--- src/rtl/custom_switches.sv ---
// Avalon-MM switch/button input peripheral: synchronize, debounce,
// capture qualifying edges (W1C) and raise a maskable level interrupt.
module custom_switches #(
    parameter int WIDTH           = 4,
    parameter int DEBOUNCE_CYCLES = 50000,
    parameter int CNT_W           = $clog2(DEBOUNCE_CYCLES)
) (
    input  logic             clk,
    input  logic             reset_n,
    input  logic [1:0]       avs_s0_address,
    input  logic             avs_s0_read,
    output logic [31:0]      avs_s0_readdata,
    input  logic             avs_s0_write,
    input  logic [31:0]      avs_s0_writedata,
    input  logic [WIDTH-1:0] coe_sw_in,
    output logic             ins_irq
);

    localparam int ARM_MAX = DEBOUNCE_CYCLES + 2;
    localparam int ARM_W   = $clog2(ARM_MAX + 1);
    localparam logic [CNT_W-1:0] CNT_MAX = CNT_W'(DEBOUNCE_CYCLES - 1);

    logic [WIDTH-1:0] sync1;
    logic [WIDTH-1:0] sync2;
    logic [WIDTH-1:0] stable;
    logic [WIDTH-1:0] stable_d;
    logic [CNT_W-1:0] cnt [WIDTH];
    logic [ARM_W-1:0] arm_cnt;
    logic             armed;
    logic [WIDTH-1:0] capture;
    logic [WIDTH-1:0] irq_mask;
    logic [WIDTH-1:0] edge_sel;
    logic [WIDTH-1:0] rise;
    logic [WIDTH-1:0] fall;
    logic [WIDTH-1:0] qual;
    logic [WIDTH-1:0] cap_clr;
    logic [31:0]      rd_mux;
    logic             unused_wdata;

    assign unused_wdata = ^avs_s0_writedata;

    assign rise = stable & ~stable_d;
    assign fall = ~stable & stable_d;
    assign qual = rise | (fall & ~edge_sel);

    always_comb begin
        cap_clr = '0;
        if (avs_s0_write && avs_s0_address == 2'd1)
            cap_clr = avs_s0_writedata[WIDTH-1:0];
    end

    always_comb begin
        rd_mux = '0;
        case (avs_s0_address)
            2'd0:    rd_mux[WIDTH-1:0] = stable;
            2'd1:    rd_mux[WIDTH-1:0] = capture;
            2'd2:    rd_mux[WIDTH-1:0] = irq_mask;
            default: rd_mux[WIDTH-1:0] = edge_sel;
        endcase
    end

    // Synchronizer and per-bit saturating debounce counters
    always_ff @(posedge clk or negedge reset_n) begin
        if (!reset_n) begin
            sync1    <= '0;
            sync2    <= '0;
            stable   <= '0;
            stable_d <= '0;
            for (int i = 0; i < WIDTH; i++)
                cnt[i] <= '0;
        end else begin
            sync1    <= coe_sw_in;
            sync2    <= sync1;
            stable_d <= stable;
            for (int i = 0; i < WIDTH; i++) begin
                if (sync2[i] != stable[i]) begin
                    if (cnt[i] == CNT_MAX) begin
                        stable[i] <= sync2[i];
                        cnt[i]    <= '0;
                    end else begin
                        cnt[i] <= cnt[i] + CNT_W'(1);
                    end
                end else begin
                    cnt[i] <= '0;
                end
            end
        end
    end

    // Arm window hides the power-up edge of switches already high
    always_ff @(posedge clk or negedge reset_n) begin
        if (!reset_n) begin
            arm_cnt <= '0;
            armed   <= 1'b0;
        end else if (!armed) begin
            if (arm_cnt == ARM_W'(ARM_MAX))
                armed <= 1'b1;
            else
                arm_cnt <= arm_cnt + ARM_W'(1);
        end
    end

    always_ff @(posedge clk or negedge reset_n) begin
        if (!reset_n) begin
            capture         <= '0;
            irq_mask        <= '0;
            edge_sel        <= '0;
            avs_s0_readdata <= '0;
            ins_irq         <= 1'b0;
        end else begin
            capture <= (capture & ~cap_clr) | (armed ? qual : '0);
            if (avs_s0_write && avs_s0_address == 2'd2)
                irq_mask <= avs_s0_writedata[WIDTH-1:0];
            if (avs_s0_write && avs_s0_address == 2'd3)
                edge_sel <= avs_s0_writedata[WIDTH-1:0];
            if (avs_s0_read)
                avs_s0_readdata <= rd_mux;
            ins_irq <= |(capture & irq_mask);
        end
    end

endmodule
--- config.mk ---
export PLATFORM = sky130hd
export DESIGN_NAME = custom_switches
export DESIGN_NICKNAME = d
export VERILOG_FILES = /design/src/rtl/custom_switches.sv
export SDC_FILE = /design/constraint.sdc
export NUM_CORES = 1
export LEC_CHECK = 0
export BUFFER_PORTS_ARGS = -buffer_cell sky130_fd_sc_hd__buf_2
export CAP_MARGIN = 15
export CELL_PAD_IN_SITES_DETAIL_PLACEMENT = 0
export CELL_PAD_IN_SITES_GLOBAL_PLACEMENT = 1
export CORE_ASPECT_RATIO = 1.2
export CORE_MARGIN = 4
export CORE_UTILIZATION = 45
export DETAILED_ROUTE_END_ITERATION = 6
export PLACE_DENSITY_LB_ADDON = 0.1
export SLEW_MARGIN = 20
export SYNTH_ARGS = -nofsm -noshare
export SYNTH_HDL_FRONTEND = slang
export SYNTH_SLANG_ARGS = --single-unit
--- constraint.sdc ---
create_clock -name clk -period 1.65 [get_ports clk]
set_input_delay 0.33 -clock clk [delete_from_list [all_inputs] [get_ports clk]]
set_output_delay 0.33 -clock clk [all_outputs]
set_load 0.01 [all_outputs]
# Word level (Yosys, flattened, before mapping)
# Cells that the tools add are included.
# W data, S select, Z words.
# word_totals
regBits	114
latch_bits	0
ramBits	0
rom_bits	0
in_bits	42
elab_cells	71
memories	0
# classes
n_addsub	5
multipliers	0
n_div	0
n_lt_le_gt_ge	0
n_eq_ne	12
n_shift	0
muxes	13
bitwise_logic	13
n_reduce_logical	10
# op_table
op	count
$mux W16	8
$add A16 B1 Y16 const B	5
$eq A16 B16 Y1 const B	5
$and A4 B4 Y4	5
$not A4 Y4	4
$pmux W4 S3	1
$reduce_and A2 Y1	5
$mux W4	2
$or A4 B4 Y4	2
$eq A2 B2 Y1 const B	2
$ne A1 B1 Y1	4
$reduce_or A4 Y1	1
$logic_and A1 B1 Y1	3
$eq A2 B1 Y1 const B	1
$logic_not A2 Y1	1
$mux W1	2
$not A1 Y1	2

# Depth between registers and ports, before layout
# Gate-level depths: netlist (run 1).
# depth
ltp_word	6
ltp_mapped	6
depth_no_buf	6

# Worst setup path before layout (run 1)
# Ideal clock, no wire load.
# synth_timing
path_type	input to register
startpoint	input avs_s0_address[0]
endpoint	register avs_s0_readdata[0]
setup_ns	0.125
arrival_time_ns	1.377
path_slack_ns	0.148
cell_stages	3
n_path_buf	1
path_cell_list	clkbuf_1 -> mux4_2 -> mux2_2
# synth_via
elab_chain_len	2
# synth_lines
item	line_no	text
start, declared	10	input logic [1:0] avs_s0_address,
$eq A2 B2 Y1, or another cell as far along	54	case (avs_s0_address)
$pmux W4 S3 *	54	
end signal, assigned	117	avs_s0_readdata <= rd_mux;
end, declared	12	output logic [31:0] avs_s0_readdata,
# Every way passes the cells marked *; elsewhere a longest branch is shown, timed or not.
# A chain may end at the register's enable or synchronous reset.

# Worst setup path after layout (run 1)
# layout_timing
startpoint	register cnt[33] in the netlist's numbering
endpoint	register cnt[44] in the netlist's numbering
# layout_via
elab_chain_len	3
# layout_lines
item	line_no	text
start, declared	27	logic [CNT_W-1:0] cnt [WIDTH];
start signal, assigned by index	81	cnt[i] <= cnt[i] + CNT_W'(1);
$add A16 B1 Y16 / $eq A16 B16 Y1 (equally long branches)	81, 77	
$mux W16 *	77	if (cnt[i] == CNT_MAX) begin
$mux W16 *	76	if (sync2[i] != stable[i]) begin
# Marked as above.

==> results of run 1 <==
[metal layers]
metal  part of all wire, %  global-route usage, %  up-vias
li1                      -                      -     1753
met1                    48                   22.4     1777
met2                    46                   23.7       62
met3                   4.2                   5.04       12
met4                   1.8                   7.13        0
met5                     0                      0        -
[final cells by class]
type | count | area share, %
flip-flops and latches | 114 | 44.5
multi-input cells | 353 | 36.7
clock buffers | 19 | 6.91
repair buffers | 41 | 4.76
clock inverters | 13 | 3.26
well taps | 157 | 3.06
inverters | 13 | 0.761
[flip-flops by register name, indices dropped and copies added, names as in the netlist]
signal / flops
arm_cnt: 16
avs_s0_readdata: 4
capture: 4
cnt: 64
irq_mask: 4
sync2: 4
ins_irq: 1
stable_d: 4
armed: 1
stable: 4
sync1: 4
edge_sel: 4
[Yosys cell counts (4+ instances only)]
library cell and count:
sky130_fd_sc_hd__nor3_1 13, sky130_fd_sc_hd__ha_1 6, sky130_fd_sc_hd__and3_1 11, sky130_fd_sc_hd__dfrtp_1 114, sky130_fd_sc_hd__a22o_1 4, sky130_fd_sc_hd__nor4_1 18, sky130_fd_sc_hd__nand2_1 26, sky130_fd_sc_hd__inv_1 13
sky130_fd_sc_hd__nand4_1 20, sky130_fd_sc_hd__mux4_2 4, sky130_fd_sc_hd__nor2_1 68, sky130_fd_sc_hd__mux2_2 17, sky130_fd_sc_hd__buf_4 32, sky130_fd_sc_hd__xnor2_1 57, sky130_fd_sc_hd__nor4b_1 5, sky130_fd_sc_hd__xor2_1 17
sky130_fd_sc_hd__nor4bb_1 9, sky130_fd_sc_hd__nand3_1 24
[critical path, stage by stage (launching register included)]
cell and delay (ps):
sky130_fd_sc_hd__dfrtp_1 380, sky130_fd_sc_hd__ha_1 200, sky130_fd_sc_hd__nand3_1 130, sky130_fd_sc_hd__buf_4 190, sky130_fd_sc_hd__nor4_1 350, sky130_fd_sc_hd__xnor2_1 160
sky130_fd_sc_hd__nor2_1 50
[power groups by stage]
stage | clock network, mW | logic [mW] | registers [mW]
final | 3.99 | 0.331 | 2.96
after global routing | 4.20 | 0.378 | 2.97
after CTS | 4.08 | 0.340 | 2.96
after detailed placement | 0 | 0.335 | 3.00
after global placement | 0 | 0.328 | 3.00
after floorplan | 0 | 0.222 | 2.99
[kinds of logic (layout without fill, tap and decap cells)]
group | after synthesis | in the layout
multiplexers | 24 | 24
AND/OR/NAND/NOR | 211 | 211
AO/OA/AOI/OAI | 10 | 10
other | 1 | 28
buffers and inverters | 47 | 86
flip-flops | 114 | 114
XOR/XNOR | 74 | 74
adder cells (fa/ha/maj) | 6 | 6
[repair_timing]
item	4_1_cts	5_1_grt
endpoints found under the setup margin	0	4
hold buffers	1	0
resized for setup	0	2
hold endpoints to repair	36	0
[stage by stage]
stage | TNS [ps] | std cells
after floorplan | 0 | 514
after global placement | 0 | 677
after detailed placement | 0 | 677
after CTS | 0 | 710
after global routing | -35.0 | 710
final | 0 | 710
[cell usage in the layout (no fill, tap or decap), drive strengths merged, types with 3 or more instances in the layout]
cell	synthesis	routed
dfrtp	114	114
nor2	68	68
xnor2	57	57
buf	32	40
conb	1	28
nand2	26	26
nand3	26	26
nand4	21	21
clkbuf	2	19
nor4	18	18
xor2	17	17
mux2	17	17
inv	13	13
nor3	13	13
and3	11	11
nor4bb	9	9
ha	6	6
nor4b	5	5
bufinv	0	5
clkinv	0	5
a22o	4	4
mux4	4	4
and4	3	3
nand2b	3	3
mux2i	3	3
clkinvlp	0	3
[worst max-delay path by stage]
stage / from / to / slack, ps / cells after the start
CTS: cnt[17] / cnt[28] / 80 / 5
global placement: cnt[29] / cnt[25] / 110 / 5
floorplan: avs_s0_address[0] / avs_s0_readdata[0] / 150 / 3
finish: cnt[33] / cnt[44] / 90 / 6
detailed placement: cnt[17] / cnt[28] / 90 / 5
global route: cnt[33] / cnt[46] / -20 / 6
==> summary by stage, run 1 <==
Hold path
The capture endpoint of the worst hold path is sync1[3]. The class of the worst hold path is input port to flop. Counting instances, the worst hold path has a depth of 1.

The beginning of the worst hold path is coe_sw_in[3].

Worst setup path
The maximum fanout along the worst path is 5. The endpoint kind of the worst setup timing path is a flop. Setup slack on the worst reg-to-reg path comes out at 90 ps. At the worst endpoint, the arrival time is 1870 ps. The data required time at the worst endpoint is 1960 ps. The startpoint of the worst-slack reg-to-reg timing path is cnt[33]. The worst setup path is launched from a flop. The capture instance of the worst register-to-register path is cnt[44]. The number of cells on the worst reg-to-reg path is 6. The worst setup path is of the flop to flop kind.

Detailed routing
Dividing the detail-routed wire length by the instance count gives 13.9 um. In this run, the number of DRC markers left after iteration 0 of detailed routing was 120. The number of routed nets with antenna violations is 0.

In the routed design, unresolved DRC markers number 0. Across all layers, the routed design uses around 3.6k vias. The aggregate routed wire length is 9870 um. The ratio of routed vias to standard cells is 5.08.

The detailed-router iteration count before antenna repair is 4.

Logic synthesis
The share of the synthesized netlist area taken by xor and xnor gates is between 10% and 20%. Of the total synthesized cell area, the portion taken by AND, OR, NAND and NOR gates is 20.9%. The mean instance size in the synthesized netlist is around 11 sq um. Ranked by total cell area, the synthesized netlist is headed by sky130_fd_sc_hd__dfrtp_1 53%, sky130_fd_sc_hd__xnor2_1 9.3%, sky130_fd_sc_hd__nor2_1 4.7%. The count of warnings emitted by yosys is 0.

The cell area that synthesis handed to floorplanning was between 0.005 and 0.006 sq mm. After synthesis, the largest area contributor takes up 52.9% of total cell area. The count of mapped cells out of synthesis is approximately 490. The fraction of synthesis flops using an asynchronous set or reset pin is between 90% and 100%. The fraction of synthesized area in multiplexers is under 10%. Summing the areas of all compound-gate instances in the mapped netlist gives 1.42% of the synthesized area. The number of synthesized register bits is roughly 110. Counting flops with a built-in enable in the synthesized netlist gives 0. The adder and majority cell fraction of the synthesized area is 1.39%. The dominant combinational cell family by area after synthesis is simple AND/OR/NAND/NOR gates. The most used flip-flop cell after synthesis is sky130_fd_sc_hd__dfrtp_1. The share of the Yosys chip area taken by registers is a little over half. The largest area contributor in the netlist is sky130_fd_sc_hd__dfrtp_1. The number of library cell types mapped by synthesis is 36.

Power and ir drop
Sequential cells burn between 40% and 50% of the power. The final total power is 7.27 mW. VDD sags by at most just under 800 uV.

The internal portion of the total power is 5.75 mW. The static leakage is roughly 2.8 nW. The share of total power dissipated in combinational logic is around 4.5%.

The proportion of power drawn by the clock network is a little over half. In this run switching power makes up 21.0% of total power. The total net switching power is around 1.5 mW.

In this run the power density over the cells is 1130 mW/mm^2.

STA
The maximum frequency from static timing analysis is 641 MHz. The number of max-slew violations in the final report is 0. Setup violations remaining at the end of the flow were counted as 0.

The share of the clock period used by the worst path after layout is between 90% and 100%. The count of final hold-check violations is 0. On the final layout, the worst clock skew is 9.07 ps. The worst path needs about 1600 ps of the cycle, external delays included. The worst hold slack is 22.5 ps. Setup repair after global routing could not meet its margin everywhere. The worst path setup slack after routing is approximately 90 ps.

Clock tree
The clock insertion delay at the later pin of the skew report is ~420 ps. The number of buffers inserted during clock tree synthesis is 17. The number of H-tree branching levels is 4. The clock tree from TritonCTS is built. Clock-pin slew was measured on the worst setup and hold paths at roughly 50 ps. The cell at the root of the clock tree is sky130_fd_sc_hd__clkbuf_16. The setup fix buffers added after clock tree synthesis is 0. Clock tree synthesis found a total of 114 sinks. In this run the deepest clock path goes through 2 buffers.

Floorplan
The standard cell core area is between 0.01 and 0.015 sq mm. For this design the top-level I/O count stands at 75. The full die area is 0.0138 sq mm. The initial cell density of the core is approximately 46%. The die outline height is between 100 and 150 um. After floorplanning, the core was divided into between 40 and 50 placement rows. The die is between 100 and 150 um wide.

Finish
After routing the design area is between 0.006 and 0.007 sq mm. 0 antenna diodes ended up in the layout. The post-route core utilization is a little under three fifths. The proportion of layout cells with a drive suffix above 1 is around 18%. The final layout contains between 500 and 600 nets. In the final layout, flip-flops and latches occupy roughly 0.0029 sq mm. The synthesis-to-finish area growth is 18.9%.

The multi-input combinational cells in the finished layout cover a total of ~0.0024 sq mm. The filler cells instantiated in the layout total 1041.

Flow run
The max-capacitance violation count is 0.

GRT
The largest net degree at the start of global routing is 41. Global routing finished with a remaining overflow of 0. The number of global-route vias before repair is between 3k and 4k. The initial antenna violation count is 0. In the global route stage, overall resource usage came out at ~16%. The wire length of the first global-routing pass is approximately 17000 um.

Status
The run finished with clean final reports.

Placement
The global placement routability congestion is 0.786. The pre-CTS setup slack is between 80 and 90 ps. The count of buffers added on input and output ports is 18. Detailed placement finished with a half-perimeter wire length of roughly 6700 um. The post-detailed-placement cell area is 0.00574 sq mm.
(Power assumes the default switching activity.)
==> inputs of run 2 (changes only) <==
ABC_AREA = 1   (was default)
CORE_UTILIZATION = 43   (was 45)
==> summary by stage, run 2 <==
Status
The flow ran to the end, and the final reports show no timing, DRC or antenna violations.

Clock tree
TritonCTS built the clock tree. The root buffer cell chosen for the clock tree is sky130_fd_sc_hd__clkbuf_16. The worst-case clock buffer depth is 2 (unchanged). The clock edge transition at the registers on the reported setup and hold paths was 50 ps (about the same). The clock insertion delay at the later pin of the skew report is 410 ps (about the same). The number of buffers inserted during clock tree synthesis is 17 (unchanged). The number of H-tree branching levels is 4 (unchanged).

The clock sink total is 114 (unchanged).

Floorplan
The full die area came to 0.0162 sq mm (+17%). The cell row count came to 47 (+9.3%). The x dimension of the die came to 117 um (+8.3%). The number of primary I/O pins is 75 (unchanged). The initial cell density of the core is 44.1% (-2.3 points). The die outline height is 139 um (+8.4%). The standard cell core area came to 0.0139 sq mm (+19%).

Logic synthesis
By count the netlist is led by 240 x sky130_fd_sc_hd__nand2_1, 152 x sky130_fd_sc_hd__nor2_1, 114 x sky130_fd_sc_hd__dfrtp_1. The share of synthesized area occupied by flip-flops and latches is 46.6% (-6.3 points). The fraction of synthesized area in multiplexers was 0% (-5.8 points). The fraction of the mapped netlist area in compound gates came to 5.50% (+4.1 points). By area, the combinational part of the netlist is dominated by simple AND/OR/NAND/NOR gates. The share of the synthesized netlist area taken by xor and xnor gates came to 4.30% (-7.7 points). The count of mapped cells out of synthesis came to 819 (+68%). The count of warnings emitted by yosys is 0 (unchanged). The simple-gate portion of the synthesized area is 33.2% (+12 points). The mean instance size in the synthesized netlist is 7.47 sq um (-33%). The share of the synthesized area in the top cell type is 46.6% (-6.3 points). The most frequently used cell type in the post-synthesis netlist is sky130_fd_sc_hd__nand2_1. The adder and majority cell fraction of the synthesized area is 1.23% (-0.17 points). In the post-synthesis netlist, the biggest area contributors are sky130_fd_sc_hd__dfrtp_1 47%, sky130_fd_sc_hd__nand2_1 15%, sky130_fd_sc_hd__nor2_1 9.3%.

The fraction of synthesis flops using an asynchronous set or reset pin is 100% (unchanged). The number of library cell types mapped by synthesis is 28 (-22%). The cell area after synthesis is 0.00612 sq mm (+13%).

The commonest register cell after synthesis is sky130_fd_sc_hd__dfrtp_1. The number of synthesized register bits is 114 (unchanged). The number of enable-type register cells in the synthesized netlist came to 0 (unchanged). The largest area contributor in the netlist is sky130_fd_sc_hd__dfrtp_1.

Worst setup path
In this run the critical register-to-register path is launched from arm_cnt[0]. The endpoint kind of the worst setup timing path is a flop. STA classifies the critical path startpoint as a flop.

The maximum fanout along the worst path was 16 (+11). The register-to-register path setup slack is 160 ps (+70 ps). The number of cells on the worst reg-to-reg path is 10 (+4). The data required time at the worst endpoint came to 1950 ps (about the same). The worst setup path is of the flop to flop kind. The critical path ends at arm_cnt[8]. The most critical setup path has its startpoint at arm_cnt[0]. The worst register-to-register path ends at arm_cnt[8].

The endpoint arrival time on the critical path is 1790 ps (-80 ps).

Placement
The quantity of I/O buffers inserted on ports is 18 (unchanged). The total placed cells including tap cells is 1015 (+50%). The final HPWL from detailed placement is 9740 um (+44%). The global placement routability congestion is 0.883 (+12%).

GRT
The number of global-route vias before repair is 4751 (+29%). The wire length of the first global-routing pass came to 22500 um (+28%). The global router's overall resource usage is 17.2% (+0.92 points). The total congestion overflow after global routing is 0 (unchanged). The initial antenna violation count is 0 (unchanged). The largest net degree at the start of global routing is 41 (unchanged).

Finish
The number of flip-flops in the largest register came to 64 (unchanged). The number of nets in the layout is 913 (+55%). The proportion of layout cells with a drive suffix above 1 is 9.23% (-8.5 points). The largest register by flop count is cnt.

The final standard cell count with taps included and fillers excluded is 1049 (+48%). The most common cell after layout, fill and taps aside is sky130_fd_sc_hd__nand2_1. The largest registers in the layout are cnt x64, arm_cnt x16.

The top cell types in the final layout, fill and taps aside, are 238 x sky130_fd_sc_hd__nand2_1, 147 x sky130_fd_sc_hd__nor2_1, 114 x sky130_fd_sc_hd__dfrtp_1, 80 x sky130_fd_sc_hd__inv_1, 57 x sky130_fd_sc_hd__nand3_1. From synthesis to final layout, the design area changed by 16.6%. The antenna diode count is 0 (unchanged).

Detailed routing
The initial DRC count is 304 (+150%). The remaining design rule violation count was 0 (unchanged). The number of routed nets with antenna violations is 0 (unchanged). The detailed-route wire length per cell is 12.3 um (-11%). The aggregate routed wire length is 12900 um (+31%).

The via count of the routed design was 5047 (+40%). The detailed-router iteration count before antenna repair is 5 (+1). The ratio of routed vias to standard cells is 4.81 (-5.2%).

Power and ir drop
The worst voltage drop across the vdd grid is 462 uV (-41%). The static leakage came to 3.32 nW (+19%). The proportion of power drawn by the clock network is 55.2% (+0.4 points). The relative contribution of combinational cells to total power was 4.4% (about the same). The total net switching power is 1.51 mW (-1.2%). The total power density per cell area came to 1020 mW/mm^2 (-9.9%).

The sequential share of power is 40.5% (-0.2 points). The share of total power consumed by net switching was 20.7% (-0.31 points). The internal power consumption was 5.79 mW (+0.68%).

STA
The setup TNS was 0 ps (unchanged). The number of failing setup endpoints in the final timing report is 0 (unchanged). The final critical delay including setup and external delays was 1490 ps (-69.0 ps). The maximum frequency from static timing analysis is 671 MHz (+4.6%).

The share of the clock period used by the worst path after layout was 90.3% (-4.2 points). The count of final hold-check violations came to 0 (unchanged). The number of max-slew violations in the final report is 0 (unchanged). The post-route clock skew came to 6.83 ps (-2.24 ps).

Hold path
In this run the worst hold path is classified as input port to flop. The beginning of the worst hold path is coe_sw_in[3].

Flow run
The max-capacitance violation count is 0 (unchanged).
==> run 2: cell types whose count changed in the layout (fill, tap and decap cells not counted), moves of 6 or more <==
cell                       previous run  this run
sky130_fd_sc_hd__and3_1              11         0
sky130_fd_sc_hd__nor2_1              68       147
sky130_fd_sc_hd__o21bai_1             0         7
sky130_fd_sc_hd__mux2_2              17         0
sky130_fd_sc_hd__o21ai_0              0        31
sky130_fd_sc_hd__nor2_2               0         6
sky130_fd_sc_hd__inv_1               13        80
sky130_fd_sc_hd__xnor2_1             57         8
sky130_fd_sc_hd__buf_4               20         8
sky130_fd_sc_hd__nor4bb_1             9         0
sky130_fd_sc_hd__nand3_1             24        57
sky130_fd_sc_hd__nand2_1             26       238
sky130_fd_sc_hd__nor4_1              16         0
sky130_fd_sc_hd__a21oi_1              2        19
==> run 2: cells by family after synthesis <==
| family | Yosys count |
|---|---|
| AND/OR/NAND/NOR | 494 |
| adder cells (fa/ha/maj) | 6 |
| AO/OA/AOI/OAI | 60 |
| XOR/XNOR | 30 |
| flip-flops | 114 |
| buffers and inverters | 114 |
| other | 1 |
==> run 2: metrics by stage <==
| stage | hold slack [ps] | util (%) | cell area [sq um] | power, mW | worst slack, ps |
|---|---|---|---|---|---|
| 2_1_floorplan | 34.4 | - | 6220 | 3.20 | 181 |
| 3_3_place_gp | 263 | 46.2 | 6410 | 3.31 | 109 |
| 3_5_place_dp | 266 | 46.2 | 6410 | 3.32 | 70.8 |
| 4_1_cts | 2.08 | 51.0 | 7080 | 7.39 | 59.1 |
| 5_1_grt | 6.65 | 51.4 | 7130 | 7.60 | -1.80 |
| 6_report | 20.0 | 51.4 | 7130 | 7.30 | 159 |
==> run 2: what timing repair did <==
action	4_1_cts	5_1_grt
gates resized for setup	0	11
endpoints found under the hold margin	19	0
hold buffers	1	0
setup buffers	0	1
endpoints found under the setup margin	0	24
==> run 2: critical path: stages, from the launching register on <==
cell	delay, ps
sky130_fd_sc_hd__dfrtp_1	390
sky130_fd_sc_hd__inv_1	100
sky130_fd_sc_hd__ha_1	150
sky130_fd_sc_hd__nand2_1	70
sky130_fd_sc_hd__nor2_2	120
sky130_fd_sc_hd__nand3_2	130
sky130_fd_sc_hd__nor2_4	130
sky130_fd_sc_hd__nor2_4	50
sky130_fd_sc_hd__buf_12	140
sky130_fd_sc_hd__nand2_1	60
sky130_fd_sc_hd__nand2_1	50
==> run 2: per-layer routing <==
metal	global-route usage [%]	vias up	share of wire [%]
met3	3.62	14	2.8
li1	-	2624	-
met4	6.88	0	1.4
met2	27.4	78	50
met5	0	-	0
met1	22.6	2331	46
==> run 2: final cells by class <==
class                      count  area (sq um)
inverter                      83           312
tap                          171           214
fill                        1353          6750
clock inverter                 9           176
multi-input combinational    618          2850
sequential                   114          2850
timing repair buffer          31           255
clock buffer                  23           478
==> run 2: how the worst min path moves through the flow <==
stage / to / slack [ps] / cells past startpoint
finish: sync1[3] / 20 / 1
global route: sync1[0] / 7 / 1
CTS: sync1[3] / 2 / 1
detailed placement: cnt[27] / 270 / 1
global placement: cnt[27] / 260 / 1
floorplan: arm_cnt[0] / 30 / 0
==> run 2: power by group through the flow <==
stage | sequential, mW | clock, mW | combinational [mW]
2_1_floorplan | 2.99 | 0 | 0.207
3_3_place_gp | 2.99 | 0 | 0.316
3_5_place_dp | 3.00 | 0 | 0.323
4_1_cts | 2.95 | 4.12 | 0.326
5_1_grt | 2.96 | 4.27 | 0.369
6_report | 2.95 | 4.03 | 0.318
==> inputs of run 3 (changes only) <==
CORE_ASPECT_RATIO = default   (was 1.2)
SLEW_MARGIN = 25   (was 20)
==> summary by stage, run 3 (same netlist as run 2, synthesis figures left out) <==
Status
The run finished with clean final reports.

Finish
Leaving out fill and tap cells, the most frequent cell in the layout is sky130_fd_sc_hd__nand2_1. The number of flip-flops in the largest register was 64 (unchanged). From synthesis to final layout, the design area changed by 15.7%. The antenna diode count is 0 (unchanged). In the layout the commonest cells are 237 x sky130_fd_sc_hd__nand2_1, 148 x sky130_fd_sc_hd__nor2_1, 113 x sky130_fd_sc_hd__dfrtp_1, 79 x sky130_fd_sc_hd__inv_1, 58 x sky130_fd_sc_hd__nand3_1. The largest register by flop count is cnt. The fill cell instance count of the final layout is 1359 (+0.44%). In the final layout, the registers with the most flip-flops are cnt x64, arm_cnt x16.

The proportion of layout cells with a drive suffix above 1 is 9.73% (+0.50 points). The post-route standard cell area excluding fillers is 0.00708 sq mm (-0.74%). The number of nets in the layout came to 919 (+0.66%).

Floorplan
The standard cell core area is 0.0139 sq mm (about the same). The number of primary I/O pins came to 75 (unchanged). The initial cell density of the core was 44.1% (about the same).

The full die area came to 0.0162 sq mm (about the same). The x dimension of the die is 127 um (+8.9%). The die outline height came to 127 um (-8.2%). The cell row count is 43 (-8.5%).

Detailed routing
The remaining design rule violation count is 0 (unchanged). The detailed-route wire length per cell came to 12.2 um (-0.83%). The initial DRC count is 357 (+17%).

The detailed-router iteration count before antenna repair was 5 (unchanged). The number of routed nets with antenna violations is 0 (unchanged). The aggregate routed wire length is 13000 um (+0.59%). The via count of the routed design was 5018 (-0.57%). The ratio of routed vias to standard cells came to 4.72 (-2.0%).

Clock tree
The clock insertion delay at the later pin of the skew report is 410 ps (about the same). The number of buffers inserted during clock tree synthesis came to 17 (unchanged). The tree is rooted in a sky130_fd_sc_hd__clkbuf_16. The clock sink total is 114 (unchanged). The clock tree from TritonCTS is built. The worst-case clock buffer depth is 2 (unchanged).

The clock edge transition at the registers on the reported setup and hold paths is 50 ps (about the same). The number of H-tree branching levels is 4 (unchanged).

Placement
The post-detailed-placement cell area came to 0.00644 sq mm (+0.45%). The final HPWL from detailed placement is 9620 um (-1.3%). The global placement routability congestion is 0.889 (+0.60%). The quantity of I/O buffers inserted on ports came to 18 (unchanged).

GRT
The initial antenna violation count was 1 (+1). The wire length of the first global-routing pass is 22300 um (-0.89%). The total congestion overflow after global routing is 0 (unchanged). The largest net degree at the start of global routing was 49 (+20%). The global router's overall resource usage is 17.0% (-0.16 points).

The number of global-route vias before repair was 4738 (-0.27%).

STA
The count of final hold-check violations is 0 (unchanged). The number of failing setup endpoints in the final timing report was 0 (unchanged). The post-route clock skew is 5.57 ps (-1.26 ps).

The share of the clock period used by the worst path after layout is 93.5% (+3.1 points). The setup TNS is 0 ps (unchanged). The maximum frequency from static timing analysis is 648 MHz (-3.4%). The final critical delay including setup and external delays is 1540 ps (+51.7 ps). The number of max-slew violations in the final report is 0 (unchanged).

Worst setup path
The delay of the slowest cell on the worst path came to 440 ps (+50 ps). The count of buffer and inverter cells on the critical path is 2 (unchanged). The maximum fanout along the worst path was 16 (unchanged).

By startpoint and endpoint, the worst setup path is classified as flop to flop. The worst setup path is captured at a flop. Grouping stages by cell kind, the critical path spends the most delay in simple AND/OR/NAND/NOR gates. The endpoint arrival time on the critical path is 1840 ps (+50 ps). The critical path depth in cells is 10 (unchanged).

The data required time at the worst endpoint is 1940 ps (about the same). Among all stages on the critical path, the largest delay is contributed by sky130_fd_sc_hd__dfrtp_2. The cell with the most instances on the worst path is sky130_fd_sc_hd__nand2_1. The signal on the critical path passes through inv_2 > ha_1 > nand2_1 > nor2_2 > nand3_2 > nor2_4 > nor2_4 > buf_12 > nand2_1 > nand2_1. The number of cells on the worst reg-to-reg path is 10 (unchanged). STA classifies the critical path startpoint as a flop.

Power and ir drop
The static leakage was 3.30 nW (-0.55%). The proportion of power drawn by the clock network is 51.5% (-3.7 points). The total power density per cell area is 953 mW/mm^2 (-6.8%).

The worst voltage drop across the vdd grid is 848 uV (+83%). The share of total power consumed by net switching is 22.5% (+1.8 points). The sequential share of power came to 43.7% (+3.2 points). The relative contribution of combinational cells to total power is 4.7% (+0.3 points). The total net switching power is 1.52 mW (+0.74%).

The internal power consumption is 5.23 mW (-9.6%).

Hold path
The class of the worst hold path is input port to flop. The cell depth of the worst hold path is 1 (unchanged).

Flow run
The max-capacitance violation count came to 0 (unchanged).
==> run 3: worst reg2reg max path, delay by kind of cell, from the launching register on <==
kind                     cells  cell delay [ps]
flip-flops                   1              440
AND/OR/NAND/NOR              7              610
adder cells (fa/ha/maj)      1              140
buffers and inverters        2              220
==> run 3: layout make-up <==
type / count / area (sq um) / share of cell area, %
multi-input combinational: 618 / 2830 / 40.0
sequential: 114 / 2850 / 40.3
timing repair buffer: 37 / 294 / 4.15
clock inverter: 11 / 113 / 1.59
clock buffer: 21 / 450 / 6.36
tap: 180 / 225 / 3.18
inverter: 83 / 312 / 4.40
==> run 3: routing by layer <==
layer  up-vias  track usage (%)  share of wire (%)
met1      2291             23.5                 49
li1       2632                -                  -
met2        76             26.2                 46
met3        17             4.47                3.8
met5         -                0              0.054
met4         2             5.49                1.2
==> run 3: per-stage QoR <==
stage	power [mW]	hold slack, ps	std cells	utilization, %	setup slack [ps]
floorplan	3.20	34.4	846	-	181
global placement	3.31	274	1028	46.4	91.9
detailed placement	3.32	275	1028	46.4	51.2
CTS	6.86	2.45	1061	50.5	33.8
global route	7.06	9.40	1064	51.0	-0.187
finish	6.75	24.5	1064	51.0	108
==> run 3: power groups by stage <==
| stage | clock, mW | sequential [mW] | combinational, mW |
|---|---|---|---|
| 6_report | 3.48 | 2.95 | 0.319 |
| 3_3_place_gp | 0 | 2.99 | 0.315 |
| 5_1_grt | 3.73 | 2.96 | 0.369 |
| 3_5_place_dp | 0 | 3.00 | 0.321 |
| 2_1_floorplan | 0 | 2.99 | 0.207 |
| 4_1_cts | 3.59 | 2.95 | 0.324 |
==> run 3: timing repair <==
item	4_1_cts	5_1_grt
hold endpoints to repair	21	1
endpoints found under the setup margin	0	28
hold buffers	1	1
buffers inserted	0	2
gates resized for setup	0	11
==> run 3: worst paths after layout <==
kind / start / endpoint / slack, ps
max in group asynchronous: reset_n / arm_cnt[0] / 660
worst max-delay path: arm_cnt[0] / arm_cnt[0] / 110
worst min-delay path: coe_sw_in[0] / sync1[0] / 20
worst max register to register: arm_cnt[0] / arm_cnt[0] / 110
worst min register to register: sync1[1] / sync2[1] / 350
min in group asynchronous: reset_n / arm_cnt[8] / 380
